File: src/rtl/key_input_pkg.sv
// Shared types for the key input bank: event-select mode and auto-repeat FSM states.
package key_input_pkg;

  typedef enum logic [1:0] {
    MODE_PRESS,
    MODE_RELEASE,
    MODE_BOTH
  } key_mode_t;

  typedef enum logic [1:0] {
    IDLE,
    DELAY,
    REPEAT
  } rep_state_t;

endpackage

File: src/rtl/key_channel.sv
// One key channel: two-flop synchroniser, debounce counter, edge select and
// optional auto-repeat. pulse_nxt is exposed so the bank can register any_pulse alongside pulse.
module key_channel
  import key_input_pkg::*;
#(
  parameter bit        ACTIVE_LOW      = 1'b0,
  parameter int        DEBOUNCE_CYCLES = 4,
  parameter key_mode_t EDGE_MODE       = MODE_RELEASE,
  parameter bit        REPEAT_EN       = 1'b0,
  parameter int        REPEAT_DELAY    = 16,
  parameter int        REPEAT_PERIOD   = 8
) (
  input  logic clk,
  input  logic rst,
  input  logic key,
  input  logic en,
  output logic level,
  output logic pulse,
  output logic pulse_nxt
);

  localparam int CW = $clog2(DEBOUNCE_CYCLES) + 1;

  logic          sync1, sync2;
  logic [CW-1:0] cnt, cnt_nxt;
  logic          level_nxt;
  logic          rise, fall, edge_evt, rep_fire;

  // NOTE: every output of a combinational block gets a default first, so no path leaves it holding a value (no latch).
  always_comb begin
    level_nxt = level;
    cnt_nxt   = '0;
    if (sync2 != level) begin
      if (cnt == CW'(DEBOUNCE_CYCLES - 1)) level_nxt = sync2;
      else                                 cnt_nxt   = cnt + 1'b1;
    end
  end

  assign rise      = level_nxt & ~level;
  assign fall      = ~level_nxt & level;
  assign edge_evt  = (rise & (EDGE_MODE != MODE_RELEASE)) |
                     (fall & (EDGE_MODE != MODE_PRESS));
  assign pulse_nxt = en & (edge_evt | rep_fire);

  // NOTE: state registers use non-blocking assignments so every flop samples pre-edge values.
  always_ff @(posedge clk or posedge rst) begin
    if (rst) begin
      sync1 <= 1'b0;
      sync2 <= 1'b0;
      level <= 1'b0;
      cnt   <= '0;
      pulse <= 1'b0;
    end else begin
      sync1 <= key ^ ACTIVE_LOW;
      sync2 <= sync1;
      level <= level_nxt;
      cnt   <= cnt_nxt;
      pulse <= pulse_nxt;
    end
  end

  if (REPEAT_EN && (EDGE_MODE != MODE_RELEASE)) begin : g_rep
    localparam int RMAX = (REPEAT_DELAY > REPEAT_PERIOD) ? REPEAT_DELAY : REPEAT_PERIOD;
    localparam int RW   = $clog2(RMAX) + 1;

    rep_state_t    state, state_nxt;
    logic [RW-1:0] rcnt, rcnt_nxt;

    always_ff @(posedge clk or posedge rst) begin
      if (rst) begin
        state <= IDLE;
        rcnt  <= '0;
      end else begin
        state <= state_nxt;
        rcnt  <= rcnt_nxt;
      end
    end

    // Looking at level_nxt lets a release win over a repeat falling on the same edge.
    always_comb begin
      state_nxt = state;
      rcnt_nxt  = rcnt;
      rep_fire  = 1'b0;
      if (!level_nxt) begin
        state_nxt = IDLE;
        rcnt_nxt  = '0;
      end else begin
        unique case (state)
          IDLE: if (rise) begin
            state_nxt = DELAY;
            rcnt_nxt  = '0;
          end
          DELAY: if (rcnt == RW'(REPEAT_DELAY - 1)) begin
            rep_fire  = 1'b1;
            rcnt_nxt  = '0;
            state_nxt = REPEAT;
          end else begin
            rcnt_nxt = rcnt + 1'b1;
          end
          REPEAT: if (rcnt == RW'(REPEAT_PERIOD - 1)) begin
            rep_fire = 1'b1;
            rcnt_nxt = '0;
          end else begin
            rcnt_nxt = rcnt + 1'b1;
          end
          default: begin
            state_nxt = IDLE;
            rcnt_nxt  = '0;
          end
        endcase
      end
    end
  end else begin : g_norep
    assign rep_fire = 1'b0;
  end

endmodule

File: src/rtl/key_input_bank.sv
// N_KEYS independent debounced key channels feeding the game-control FSM with
// a level vector, a one-cycle pulse vector and a registered any_pulse.
module key_input_bank
  import key_input_pkg::*;
#(
  parameter int        N_KEYS          = 4,
  parameter bit        ACTIVE_LOW      = 1'b0,
  parameter int        DEBOUNCE_CYCLES = 4,
  parameter key_mode_t EDGE_MODE       = MODE_RELEASE,
  parameter bit        REPEAT_EN       = 1'b0,
  parameter int        REPEAT_DELAY    = 16,
  parameter int        REPEAT_PERIOD   = 8
) (
  input  logic              clk,
  input  logic              rst,
  input  logic [N_KEYS-1:0] key,
  input  logic              en,
  output logic [N_KEYS-1:0] level,
  output logic [N_KEYS-1:0] pulse,
  output logic              any_pulse
);

  logic [N_KEYS-1:0] pulse_nxt;

  for (genvar i = 0; i < N_KEYS; i++) begin : g_ch
    key_channel #(
      .ACTIVE_LOW      (ACTIVE_LOW),
      .DEBOUNCE_CYCLES (DEBOUNCE_CYCLES),
      .EDGE_MODE       (EDGE_MODE),
      .REPEAT_EN       (REPEAT_EN),
      .REPEAT_DELAY    (REPEAT_DELAY),
      .REPEAT_PERIOD   (REPEAT_PERIOD)
    ) u_ch (
      .clk       (clk),
      .rst       (rst),
      .key       (key[i]),
      .en        (en),
      .level     (level[i]),
      .pulse     (pulse[i]),
      .pulse_nxt (pulse_nxt[i])
    );
  end

  // Built from the channels' next-pulse terms so any_pulse rises on the same edge as pulse.
  always_ff @(posedge clk or posedge rst) begin
    if (rst) any_pulse <= 1'b0;
    else     any_pulse <= |pulse_nxt;
  end

endmodule
File: config.mk
export PLATFORM = sky130hd
export DESIGN_NAME = key_input_bank
export DESIGN_NICKNAME = d
export VERILOG_FILES = /design/src/rtl/key_input_pkg.sv /design/src/rtl/key_channel.sv /design/src/rtl/key_input_bank.sv
export SDC_FILE = /design/constraint.sdc
export NUM_CORES = 1
export LEC_CHECK = 0
export ABC_AREA = 1
export CORE_UTILIZATION = 35
export DETAILED_ROUTE_END_ITERATION = 8
export HOLD_SLACK_MARGIN = 0.02
export PLACE_DENSITY = 0.56
export SYNTH_ARGS = -nofsm -noshare
export SYNTH_HDL_FRONTEND = slang
export SYNTH_HIERARCHICAL = 1
export SYNTH_SLANG_ARGS = --single-unit
export TNS_END_PERCENT = 10
File: constraint.sdc
create_clock -name clk -period 1.2 [get_ports clk]
set_input_delay 0.18 -clock clk [delete_from_list [all_inputs] [get_ports clk]]
set_output_delay 0.18 -clock clk [all_outputs]
set_load 0.02 [all_outputs]
==> out/summary.txt <==
status -> complete, but fails checks
failing checks -> design-rule violations
row cnt -> 19
antenna viol nets, final -> 0
WS Path Type -> flop to primary output
antenna cells -> 0
Setup-failing EPs final -> 0
die area -> 3290 sq um
RSZ-0062 raised after global routing -> no
Max Clock Skew -> 0.00223 ns
TritonCTS Buffers -> 5
# IOs -> 16
die width -> 57.3 microns
final hold viol count -> 0
most frequent cells in the layout -> dfrtp_1 (29), nor2_1 (18), inv_1 (17)
Hold WS -> 0.127 ns
largest net degree at the start of global routing -> 9
slew of the pin with the lowest slew margin -> 0.283 ns
total negative setup slack -> 0 ns
vias per std cell -> 4.41
DRC Markers -> 2
synthesized instance count -> 101
r2r endpoint -> any_pulse$_DFF_PP0_
max cap viols -> 0
Setup Fix Bufs, Post-CTS -> 0
drt pass-1 iters -> 6
Mean Syn Cell Area -> 10.6 sq um
Placeable Area -> 2830 sq um
pwr dens -> 1950 nW/um^2
Max VDD drop -> 1.01 mV
critical-path maximum fanout -> 1
Ys Warns -> 6
initial cell density of the core -> 37.9%
Port Buffer Count -> 15
Total Power -> 2.54 mW
worst path bufs/invs -> 1
worst min-delay path class -> input port to async pin
R2R Path Start -> g_ch[2].u_ch/cnt[0]$_DFF_PP0_
final max-slew violation count -> 0
WP data required -> 1.02 ns
layout cells sized above 1 -> 14.1%
starting DRC count in detailed routing -> 9
Worst Reg-to-Reg Cells -> 5
initial antenna violation count -> 0
first-pass GRT wire length -> 2990 microns
Post-Syn Nets -> 112
number of global-route vias before repair -> 731
Crit path depth -> 1
die height -> 57.3 microns
post-synthesis sequential area ratio -> 67.8%
Final Net Count -> 138
clock slew at reported path FFs -> 0.08 ns
via count -> 701
Max-slew headroom -> 81.1%
Pleak -> 0.683 nW
grt ovf -> 0
Final GP Congestion -> 0.689
CTS tree -> done
FF-to-FF setup slack -> 0.10 ns
WL per Instance -> 10.5 microns
Clk Latency, worst-skew pair -> 0.31 ns
Startpoint Class -> flop
area growth from synthesis to layout -> 21.5%
total wire length -> 1660 microns
commonest non-fill, non-tap cell in the layout -> dfrtp_1
slowest CP cell -> dfrtp_1
# clock sinks -> 29
fmax -> 877 MHz
clock buffer depth -> 2
worst-path cell chain -> clkdlybuf4s15_1
Yosys reg bits -> 29
Tcrit/Tclk final -> 95.1%
mapped cell area -> 1070 sq um
Max H-tree Level -> 2
fin crit period -> 1.14 ns
DP HPWL -> 1270 microns
CP top delay family -> flip-flops
CP Capture Type -> primary output
Worst Setup SP -> g_ch[0].u_ch/pulse$_DFF_PP0_
Distinct cells, synth -> 9
Root Driver -> clkbuf_4
Setup crit end -> pulse[0]
crit path DAT -> 0.96 ns
Total GRT Usage -> 13.0%
Max stage delay on crit path -> 0.37 ns
## layer usage
metal  part of all wire (%)  up-vias  wire length, microns  track usage (%)
met5                      0        -                     0                0
met4                    2.2        0                    37             6.27
li1                       -      351                     -                -
met1                     43      329                   715             13.8
met3                    6.8        6                   113             7.71
met2                     48       15                   796             20.5
## synth_stat cells (all sizes together)
library cell  instances  share of area [%]
ha                    4                4.7
nor2                 18                6.3
xnor2                 4                3.3
nand2                17                6.0
nand3                 4                1.9
o21ai                 4                1.9
dfrtp                29                 68
inv                  17                6.0
or2                   4                2.3
## registers in the layout, summed over array words and instances, names as in the netlist
register	cells
g_ch.u_ch/sync1	4
any_pulse	1
g_ch.u_ch/sync2	4
g_ch.u_ch/pulse	4
g_ch.u_ch/level	4
g_ch.u_ch/cnt	12
## cell type report
type,instances,area [sq um]
inverter,17,63.8
multi-input combinational,55,284
sequential,29,726
timing repair buffer,19,140
fill,290,1530
tap,31,38.8
clock buffer,8,48.8
## worst min path at each step
stage | cells after the start | endpoint | start
6_report | 2 | any_pulse$_DFF_PP0_ | rst
5_1_grt | 2 | any_pulse$_DFF_PP0_ | rst
4_1_cts | 2 | any_pulse$_DFF_PP0_ | rst
3_5_place_dp | 0 | g_ch[0].u_ch/sync2$_DFF_PP0_ | g_ch[0].u_ch/sync1$_DFF_PP0_
3_3_place_gp | 0 | g_ch[2].u_ch/sync2$_DFF_PP0_ | g_ch[2].u_ch/sync1$_DFF_PP0_
2_1_floorplan | 1 | any_pulse$_DFF_PP0_ | rst
## stage by stage
stage          utilization [%]  instance area [sq um]  setup slack [ns]  cells
2_1_floorplan                -                   1070             0.210    101
3_3_place_gp              45.6                   1290            0.0571    151
3_5_place_dp              45.6                   1290            0.0463    151
4_1_cts                   47.2                   1340           0.00602    159
5_1_grt                   46.0                   1300            0.0166    159
6_report                  46.0                   1300            0.0592    159
## logic make-up (layout without fill, tap and decap cells)
logic type	after synthesis	count (layout)	synth area share, %
adder cells (fa/ha/maj)	4	4	4.67
XOR/XNOR	4	4	3.27
flip-flops	29	29	67.8
AND/OR/NAND/NOR	43	43	16.5
AO/OA/AOI/OAI	4	4	1.87
buffers and inverters	17	44	5.96
## repair_timing
item	in CTS	in global routing
endpoints found under the setup margin	9	10
endpoints found under the hold margin	0	0
hold buffers	0	0
resized for setup	16	11
## report_power, final
part / total, mW / leakage [nW] / internal (mW) / switching (mW)
combinational: 0.762 / 0.284 / 0.328 / 0.434
sequential: 1.25 / 0.372 / 1.16 / 0.0868
clock: 0.532 / 0.0265 / 0.233 / 0.299
(Power assumes the default switching activity.)
